`config.mk`:
```
export PLATFORM = sky130hd
export DESIGN_NAME = mux2_arbiter_flat
export DESIGN_NICKNAME = d
export VERILOG_FILES = /design/src/rtl/mux2_arbiter_if.sv /design/src/rtl/mux2_arbiter.sv /design/src/flat_wrapper.sv
export SDC_FILE = /design/constraint.sdc
export NUM_CORES = 1
export LEC_CHECK = 0
export ABC_CLOCK_PERIOD_IN_PS = 2000
export CELL_PAD_IN_SITES_DETAIL_PLACEMENT = 0
export CELL_PAD_IN_SITES_GLOBAL_PLACEMENT = 2
export CORE_MARGIN = 10
export CORE_UTILIZATION = 33
export DETAILED_ROUTE_END_ITERATION = 8
export DONT_BUFFER_PORTS = 1
export HOLD_SLACK_MARGIN = 0.02
export PLACE_DENSITY = 0.79
export SLEW_MARGIN = 10
export SYNTH_ARGS = -nofsm -noshare
export SYNTH_HDL_FRONTEND = slang
export SYNTH_SLANG_ARGS = --single-unit
```
`constraint.sdc`:
```
create_clock -name clk -period 2 [get_ports clk]
set_input_delay 0.4 -clock clk [delete_from_list [all_inputs] [get_ports clk]]
set_output_delay 0.4 -clock clk [all_outputs]
set_load 0.005 [all_outputs]
```
`src/rtl/mux2_arbiter_if.sv`:
```
// Bundle between two byte sources and the shared 2:1 mux arbiter.
// master = source/consumer side, slave = arbiter side.
interface mux2_arbiter_if;
  logic       req0;
  logic       req1;
  logic [7:0] I0;
  logic [7:0] I1;
  logic       gnt0;
  logic       gnt1;
  logic       s;
  logic [7:0] o;
  logic       o_valid;

  // Handshake: a source holds reqX high for as long as it wants the bus; gntX
  // is the registered ownership flag, and o/o_valid follow one edge later with
  // the owner's byte. There is no back-pressure from the consumer.
  modport master (
    output req0, req1, I0, I1,
    input  gnt0, gnt1, s, o, o_valid
  );

  modport slave (
    input  req0, req1, I0, I1,
    output gnt0, gnt1, s, o, o_valid
  );
endinterface

```
`src/rtl/mux2_arbiter.sv`:
```
// Two-requester byte mux arbiter: round-robin with bounded hold time.
// Define MUX_ARB_FIXED_PRI_EN to make requester 0 the fixed-priority winner.
module mux2_arbiter #(
  parameter int HOLD_MAX = 16,
  parameter int HOLD_W   = 8
) (
  input  logic               clk,
  input  logic               rst_n,
  mux2_arbiter_if.slave      bus,
  output logic [1:0]         o_dbg_state
);

  // One-hot owner encoding lets the grants come straight off state flops.
  typedef enum logic [1:0] {
    ST_IDLE = 2'b00,
    ST_OWN0 = 2'b01,
    ST_OWN1 = 2'b10
  } state_t;

  localparam logic [HOLD_W-1:0] LP_CNT_LAST = HOLD_W'(HOLD_MAX - 1);

  state_t            r_state;
  state_t            w_next;
  logic [HOLD_W-1:0] r_cnt;
  logic [HOLD_W-1:0] w_cnt_nxt;
  logic              r_s;
  logic              w_s_nxt;
  logic [7:0]        r_o;
  logic [7:0]        w_o_nxt;
  logic              r_valid;
  logic              w_valid_nxt;
  logic              w_expired;

`ifndef MUX_ARB_FIXED_PRI_EN
  logic              r_last;
  logic              w_last_nxt;
`endif

  assign w_expired = (r_cnt == LAST_SEL());

  function automatic logic [HOLD_W-1:0] LAST_SEL();
    return LP_CNT_LAST;
  endfunction

  // State register and registered outputs.
  always_ff @(posedge clk or negedge rst_n) begin
    if (!rst_n) begin
      r_state <= ST_IDLE;
      r_cnt   <= '0;
      r_s     <= 1'b0;
      r_o     <= 8'h00;
      r_valid <= 1'b0;
`ifndef MUX_ARB_FIXED_PRI_EN
      r_last  <= 1'b1;
`endif
    end else begin
      r_state <= w_next;
      r_cnt   <= w_cnt_nxt;
      r_s     <= w_s_nxt;
      r_o     <= w_o_nxt;
      r_valid <= w_valid_nxt;
`ifndef MUX_ARB_FIXED_PRI_EN
      r_last  <= w_last_nxt;
`endif
    end
  end

  // Next-state logic; only the request lines steer it, never the data bytes.
  always_comb begin
    w_next = r_state;
    unique case (r_state)
      ST_IDLE: begin
        if (bus.req0 && bus.req1) begin
`ifdef MUX_ARB_FIXED_PRI_EN
          w_next = ST_OWN0;
`else
          w_next = r_last ? ST_OWN0 : ST_OWN1;
`endif
        end else if (bus.req0) begin
          w_next = ST_OWN0;
        end else if (bus.req1) begin
          w_next = ST_OWN1;
        end
      end
      ST_OWN0: begin
        if (!bus.req0) begin
          w_next = bus.req1 ? ST_OWN1 : ST_IDLE;
        end else if (w_expired && bus.req1) begin
`ifdef MUX_ARB_FIXED_PRI_EN
          w_next = ST_OWN0;
`else
          w_next = ST_OWN1;
`endif
        end
      end
      ST_OWN1: begin
        if (!bus.req1) begin
          w_next = bus.req0 ? ST_OWN0 : ST_IDLE;
        end else if (w_expired && bus.req0) begin
          w_next = ST_OWN0;
        end
      end
      default: w_next = ST_IDLE;
    endcase
  end

  // Output / datapath next values.
  always_comb begin
    w_s_nxt     = r_s;
    w_o_nxt     = 8'h00;
    w_valid_nxt = 1'b0;
    w_cnt_nxt   = '0;

    if (w_next == ST_OWN1) begin
      w_s_nxt = 1'b1;
    end else if (w_next == ST_OWN0) begin
      w_s_nxt = 1'b0;
    end

    if (r_state == ST_OWN0) begin
      w_o_nxt     = bus.I0;
      w_valid_nxt = 1'b1;
    end else if (r_state == ST_OWN1) begin
      w_o_nxt     = bus.I1;
      w_valid_nxt = 1'b1;
    end

    // Counter restarts on every ownership change and at each hold expiry.
    if ((r_state != ST_IDLE) && (w_next == r_state) && !w_expired) begin
      w_cnt_nxt = r_cnt + 1'b1;
    end
  end

`ifndef MUX_ARB_FIXED_PRI_EN
  always_comb begin
    w_last_nxt = r_last;
    if ((r_state == ST_OWN0) && (w_next != ST_OWN0)) begin
      w_last_nxt = 1'b0;
    end else if ((r_state == ST_OWN1) && (w_next != ST_OWN1)) begin
      w_last_nxt = 1'b1;
    end
  end
`endif

  assign bus.gnt0    = r_state[0];
  assign bus.gnt1    = r_state[1];
  assign bus.s       = r_s;
  assign bus.o       = r_o;
  assign bus.o_valid = r_valid;
  assign o_dbg_state = r_state;

endmodule
```
`src/flat_wrapper.sv`:
```
// flat-port wrapper written by rule: the top's interface ports become plain ports
module mux2_arbiter_flat 
#(
  parameter int HOLD_MAX = 16,
  parameter int HOLD_W   = 8
)
  (clk, rst_n, o_dbg_state, bus_req0, bus_req1, bus_I0, bus_I1, bus_gnt0, bus_gnt1, bus_s, bus_o, bus_o_valid);
  mux2_arbiter_if bus_i ();
  input  logic clk;
  input  logic rst_n;
  output logic [1:0] o_dbg_state;
  input wire logic [$bits(bus_i.req0)-1:0] bus_req0;
  input wire logic [$bits(bus_i.req1)-1:0] bus_req1;
  input wire logic [$bits(bus_i.I0)-1:0] bus_I0;
  input wire logic [$bits(bus_i.I1)-1:0] bus_I1;
  output wire logic [$bits(bus_i.gnt0)-1:0] bus_gnt0;
  output wire logic [$bits(bus_i.gnt1)-1:0] bus_gnt1;
  output wire logic [$bits(bus_i.s)-1:0] bus_s;
  output wire logic [$bits(bus_i.o)-1:0] bus_o;
  output wire logic [$bits(bus_i.o_valid)-1:0] bus_o_valid;
  assign bus_i.req0 = bus_req0;
  assign bus_i.req1 = bus_req1;
  assign bus_i.I0 = bus_I0;
  assign bus_i.I1 = bus_I1;
  assign bus_gnt0 = bus_i.gnt0;
  assign bus_gnt1 = bus_i.gnt1;
  assign bus_s = bus_i.s;
  assign bus_o = bus_i.o;
  assign bus_o_valid = bus_i.o_valid;
  mux2_arbiter #(.HOLD_MAX(HOLD_MAX), .HOLD_W(HOLD_W)) u_core (.clk(clk), .rst_n(rst_n), .bus(bus_i), .o_dbg_state(o_dbg_state));
endmodule
```
Yosys cells after proc, flatten, opt, wreduce, memory -nomap -nowiden

Index checks and enable logic that the tools add are counted.

Register bits: 21
Input bits: 20
Output and inout port bits: 14

Add/subtract/negate cells: 1
Eq/ne operators: 8
Mux-type cells: 20
Reduce and logical (&&, ||, !) cells: 12

Operators with widths:

| operator            | number |
|---|---|
| $mux 8              | 3 |
| $mux 2              | 9 |
| $add 8x1->8 const B | 1 |
| $eq 8x4->1 const B  | 1 |
| $logic_and 1x1->1   | 7 |
| $mux 1              | 7 |
| $pmux 2 s3          | 1 |
| $reduce_bool 2->1   | 3 |
| $eq 2x1->1 const B  | 2 |
| $eq 2x2->1 const B  | 2 |
| $eq 2x2->1          | 1 |
| $logic_not 2->1     | 1 |
| $ne 2x1->1 const B  | 1 |
| $ne 2x2->1 const B  | 1 |
| $logic_not 1->1     | 1 |

Longest topological paths before layout

Depth in word-level cells: 9
Mapped depth: 10
Mapped depth without buffers: 10

Least setup slack after synthesis

No wires, ideal clock.

Path kind: register to register
Start: register u_core.r_cnt[5]
End: register u_core.r_s, in the netlist u_core.bus.s
Setup time: 0.126 ns
Arrival: 1.966 ns
Path slack: -0.092 ns
Cell stages (with the launch flop): 9
Buffers on the path: 0
Period minus slack after synthesis: 2.092 ns
Path through: dfrtp_1 -> or4_4 -> o21ai_0 -> a22oi_1 -> nor3b_1 -> a211o_1 -> ha_1 -> nand2_1 -> o21ai_0

Cells in the longest elaborated chain, start to end: 7
Elaborated cells on any way between the ends: 12

RTL lines:

| element                                     | line                                     | text |
|---|---|---|
| from (decl)                                 | mux2_arbiter.sv:24                       | `logic [HOLD_W-1:0] r_cnt;` |
| from (signal assigned)                      | mux2_arbiter.sv:58                       | `r_cnt <= w_cnt_nxt;` |
| $eq 8x4->1 *                                | mux2_arbiter.sv:39                       | `assign w_expired = (r_cnt == LAST_SEL());` |
| $logic_and 1x1->1, on equally long branches | mux2_arbiter.sv:99, mux2_arbiter.sv:88   |  |
| $mux 2, on equally long branches            | mux2_arbiter.sv:99, mux2_arbiter.sv:88   |  |
| $mux 2, on equally long branches            | mux2_arbiter.sv:97, mux2_arbiter.sv:86   |  |
| $pmux 2 s3 *                                | mux2_arbiter.sv:71                       | `unique case (r_state)` |
| named net u_core.w_next[1]                  | mux2_arbiter.sv:23                       | `state_t w_next;` |
| $eq 2x2->1 or $eq 2x1->1 (tied branches)    | mux2_arbiter.sv:114, mux2_arbiter.sv:116 |  |
| $mux 1 or $reduce_bool 2->1 (tied branches) | --                                       |  |
| to (signal assigned)                        | mux2_arbiter.sv:59                       | `r_s <= w_s_nxt;` |
| to (decl)                                   | mux2_arbiter.sv:26                       | `logic r_s;` |

Mark *: on every way through the listed nets, which the timed path passes. The rest lies on a longest branch.
A chain may end at the register's enable or synchronous reset.

Worst setup path in the final report

Start: register u_core.r_cnt[4]
End: register u_core.r_s, in the netlist u_core.bus.s

The elaborated chain is that of the path after synthesis.

==> results by stage <==
Placed design:
- Summing all placed instances gives a cell area of 1438 um^2.
- Routability-driven placement finished with a final weighted congestion of 0.8396.
- The number of placed instances, taps included is 194.
- The placed wire-length estimate after detailed placement is between 2000 and 2500 um.
- The number of port buffers is 0.

Worst setup path:
- The number of buffers and inverters on the critical path is 0.
- On the critical path, the stage with the largest delay is an instance of or4_4.
- The cell family contributing the most delay on the critical path is simple AND/OR/NAND/NOR gates.
- Data on the critical path is required at its endpoint by 2.15 ns.
- The delay of the slowest critical-path stage is 0.61 ns.
- The capturing element type of the critical path is a register.
- The signal on the critical path passes through or4_4 -> o21ai_4 -> a22oi_2 -> nor3b_2 -> a211o_1 -> ha_1 -> nand2_1 -> o21ai_1.
- For the worst setup path, the data arrival time is 2.23 ns.
- The worst register-to-register path has a depth of 8.
- The top fanout value on the critical path is 3.
- The critical setup path kind is register to register.
- The worst setup path is launched from a register.
- The worst register-to-register path has a setup slack of -0.07 ns.
- The endpoint identified for the worst register-to-register timing path is u_core.bus.s$_DFFE_PN0P_.
- The worst flop-to-flop path startpoint is u_core.r_cnt[4]$_DFF_PN0_.

Power:
- The worst-case IR drop observed on VDD is 0.6986 mV.
- Summed over all cells, the static leakage comes to 0.0006907 uW.
- Dividing total power by cell area gives a power density of 1271 nW/um^2.

STA:
- The final count of pins violating max slew is 0.
- The actual slew at the worst max-slew pin is 0.9323 ns.
- Headroom to the max-slew limit came out at 37.64%.
- Subtracting the final worst setup slack from the clock period gives 2.074 ns.
- The total negative setup slack is -0.1142 ns.
- Setup repair after global routing could not meet its margin everywhere.
- The count of endpoints failing setup in the final report is 2.
- The total count of hold-check failures in the final report is 0.
- The post-layout worst setup margin is -0.07410 ns.
- Static timing analysis puts the maximum clock frequency at 482.1 MHz.
- Of the available clock period, the critical path in the final layout requires 103.7%.
- Between clock sinks in the finished design, the worst skew comes to 0.001312 ns.

Clock tree:
- The clock tree from TritonCTS is yes.
- The clock passes through at most 2 buffers.
- The clock slew seen by the registers of the worst setup and hold paths is 0.08 ns.
- The CTS buffer count is 3.
- The cell chosen for the clock root is clkbuf_8.
- At the later pin of the worst-skew pair, clock insertion delay measures 0.25 ns.
- The clock drives 21 sinks.
- The number of levels the H-tree was split into is 1.

Drt:
- The detailed router placed 1016 vias in this run.
- The initial DRC count is 32.
- After detailed routing, the number of remaining DRC violations is 0.
- The residual antenna-violating net count after detailed routing is 0.
- After detailed routing, the number of vias per cell comes to around 5.0.
- The final wirelength is 3199 um.
- The first-pass iteration count of the detailed router is 4.
- In the final routed layout, each cell accounts on average for 15.84 um.

GRT:
- The first global-routing pass estimated between 5000 and 6000 um of wire.
- For met3 alone, demand over resource in global routing was 2.948%.
- The met2 demand-to-capacity share in global routing is 16.43%.
- The pin count of the biggest net entering global routing is 22.
- The total overflow reported by the global router is 0.
- The via count of the first global-routing pass came to 1072.
- The initial antenna violation count is 0.
- Global routing consumed, over all layers together, under 10% of the routing resources.
- For this run, global-route usage on met1 was measured as 12.04%.
- After global routing, the most crowded layer is met2.

Flow run:
- The count of maximum capacitance violations is 0.

Finish:
- In the layout the commonest cells are 24 x buf_4, 22 x nand2_1, 18 x dfrtp_1.
- The final design utilization is between 40% and 50%.
- 0 antenna diodes ended up in the layout.
- Summing all non-filler instances in the final layout gives an area of 1643 um^2.
- The number of non-filler instances in the completed layout is between 200 and 250.
- The area overhead of the layout relative to synthesis is 31.96%.
- The count of filler cells inserted in the layout is 340.
- The post-route netlist has 38.31% of its cells at a drive strength greater than 1.
- Leaving out fill and tap cells, the most frequent cell in the layout is buf_4.
- The net count of the finished layout is 182.

Worst hold path:
- The class of the worst hold path is input pin to register.
- Along the worst hold path, the cell count comes to 2.
- The start point of the worst min-delay path is bus_I0[5].
- The worst-case hold path end point is u_core.bus.o[5]$_DFF_PN0_.

Yosys:
- Sequential elements use 42.31% of the synthesized area.
- The number of instances in the synthesized netlist is 131.
- Yosys printed 0 warnings.
- In the synthesized netlist the async set-or-reset flop fraction comes to 100.0%.
- Each instance of the synthesized netlist takes up on average 9.503 um^2.
- The number of synthesized register bits is 21.
- Sorting the synthesized cells by area gives the leading types as dfrtp_1 40%, ha_1 7.0%, nand2_1 6.6%.
- The most frequently used flop master after synthesis is dfrtp_1.
- dfrtp_1 takes more of the synthesized area than any other cell.
- Summing every instance area after synthesis gives 1245 um^2.
- In this run, synthesis inferred 0 flip-flops with an integrated enable.
- The unique cell type count in the Yosys netlist is 41.
- The net count of the mapped netlist is 158.
- The area share of the largest cell type after synthesis is 40.20%.

Die:
- In this run the vertical extent of the chip is 81.42 um.
- The area of the placeable core is 3661 um^2.
- The number of placement rows is 22.
- The boundary pin count is 34.
- The die covers 6629 um^2.
- The initial utilization of the core area, before any placement, comes to 34.01%.
- The width of the die is 81.42 um.

Outcome:
- The checks that failed: negative setup slack.
- The flow ran to the end, but the final reports show violations.
## worst register-to-register path: stages, from the launching register on
cell and delay, ns:
dfrtp_1 0.38, or4_4 0.61, o21ai_4 0.18, a22oi_2 0.07
nor3b_2 0.23, a211o_1 0.15, ha_1 0.24, nand2_1 0.07
o21ai_1 0.05
## registers in the layout, indices dropped and copies added (netlist names)
register and cells:
u_core.bus.s 1, u_core.o_dbg_state 2, u_core.r_last 1, u_core.bus.o 8
u_core.r_cnt 8, u_core.bus.o_valid 1
## repair_timing
item                                   4_1_cts  5_1_grt
gates resized for setup                     11       14
hold buffers                                 1        0
pin swaps                                    3        7
endpoints found under the hold margin       21        0
setup buffers                                3        0
setup endpoints to repair                    6       10
## cell type report
class,count,area (um^2),share of cell area [%]
multi-input cells,99,782.0,47.60
flip-flops and latches,21,529.3,32.22
repair buffers,26,210.2,12.80
well taps,48,60.06,3.656
clock buffers,3,41.29,2.513
inverters,4,15.01,0.9139
clock inverters,1,5.005,0.3046
## worst max-delay path by stage
| stage | startpoint | to | slack (ns) | cells past startpoint |
|---|---|---|---|---|
| 6_report | u_core.r_cnt[4]$_DFF_PN0_ | u_core.bus.s$_DFFE_PN0P_ | -0.07 | 8 |
| 5_1_grt | u_core.r_cnt[4]$_DFF_PN0_ | u_core.bus.s$_DFFE_PN0P_ | -0.21 | 8 |
| 4_1_cts | u_core.r_cnt[5]$_DFF_PN0_ | u_core.bus.s$_DFFE_PN0P_ | -0.05 | 8 |
| 3_5_place_dp | u_core.r_cnt[7]$_DFF_PN0_ | u_core.bus.s$_DFFE_PN0P_ | -0.14 | 8 |
| 3_3_place_gp | u_core.r_cnt[7]$_DFF_PN0_ | u_core.bus.s$_DFFE_PN0P_ | -0.10 | 8 |
| 2_1_floorplan | u_core.r_cnt[4]$_DFF_PN0_ | u_core.bus.s$_DFFE_PN0P_ | -0.009 | 7 |
## logic make-up (layout without fill, tap and decap cells)
family,Yosys count,in the layout,synth area share (%)
flip-flops,21,21,42.31
adder cells (fa/ha/maj),7,7,7.035
AND/OR/NAND/NOR,56,56,25.13
buffers and inverters,11,34,4.622
AO/OA/AOI/OAI,29,29,15.88
multiplexers,1,1,0.8041
XOR/XNOR,6,6,4.221
## cell usage after synthesis, types with 3 or more instances
master,count
xnor2_1,4
o21ai_0,14
inv_1,4
nor3_1,4
ha_1,7
nor2b_1,4
dfrtp_1,20
a21oi_1,4
nand2_1,22
nor2_1,4
clkbuf_1,3
nor4_1,3
nand3_1,6
## report_power, final
| group | switching [uW] | total (uW) | internal (uW) |
|---|---|---|---|
| Sequential | 112 | 679 | 567 |
| Combinational | 568 | 1130 | 561 |
| Clock | 142 | 280 | 139 |
## layer usage
metal,share of wire [%],vias to the layer above,wire length [um]
met3,5.0,0,159
met2,51,21,1632
met1,44,486,1406
li1,-,509,-
met4,0,0,0
met5,0,-,0
## per-stage QoR
stage | power [uW] | hold WS (ns) | setup slack, ns
after floorplan | 1257 | 0.1044 | -0.008741
after global placement | 1563 | 0.1055 | -0.1001
after detailed placement | 1576 | 0.1055 | -0.1428
after CTS | 2017 | 0.2580 | -0.04560
after global routing | 2258 | 0.2548 | -0.2121
final | 2088 | 0.2638 | -0.07410
Note: power is estimated with default switching activity, not from simulation.
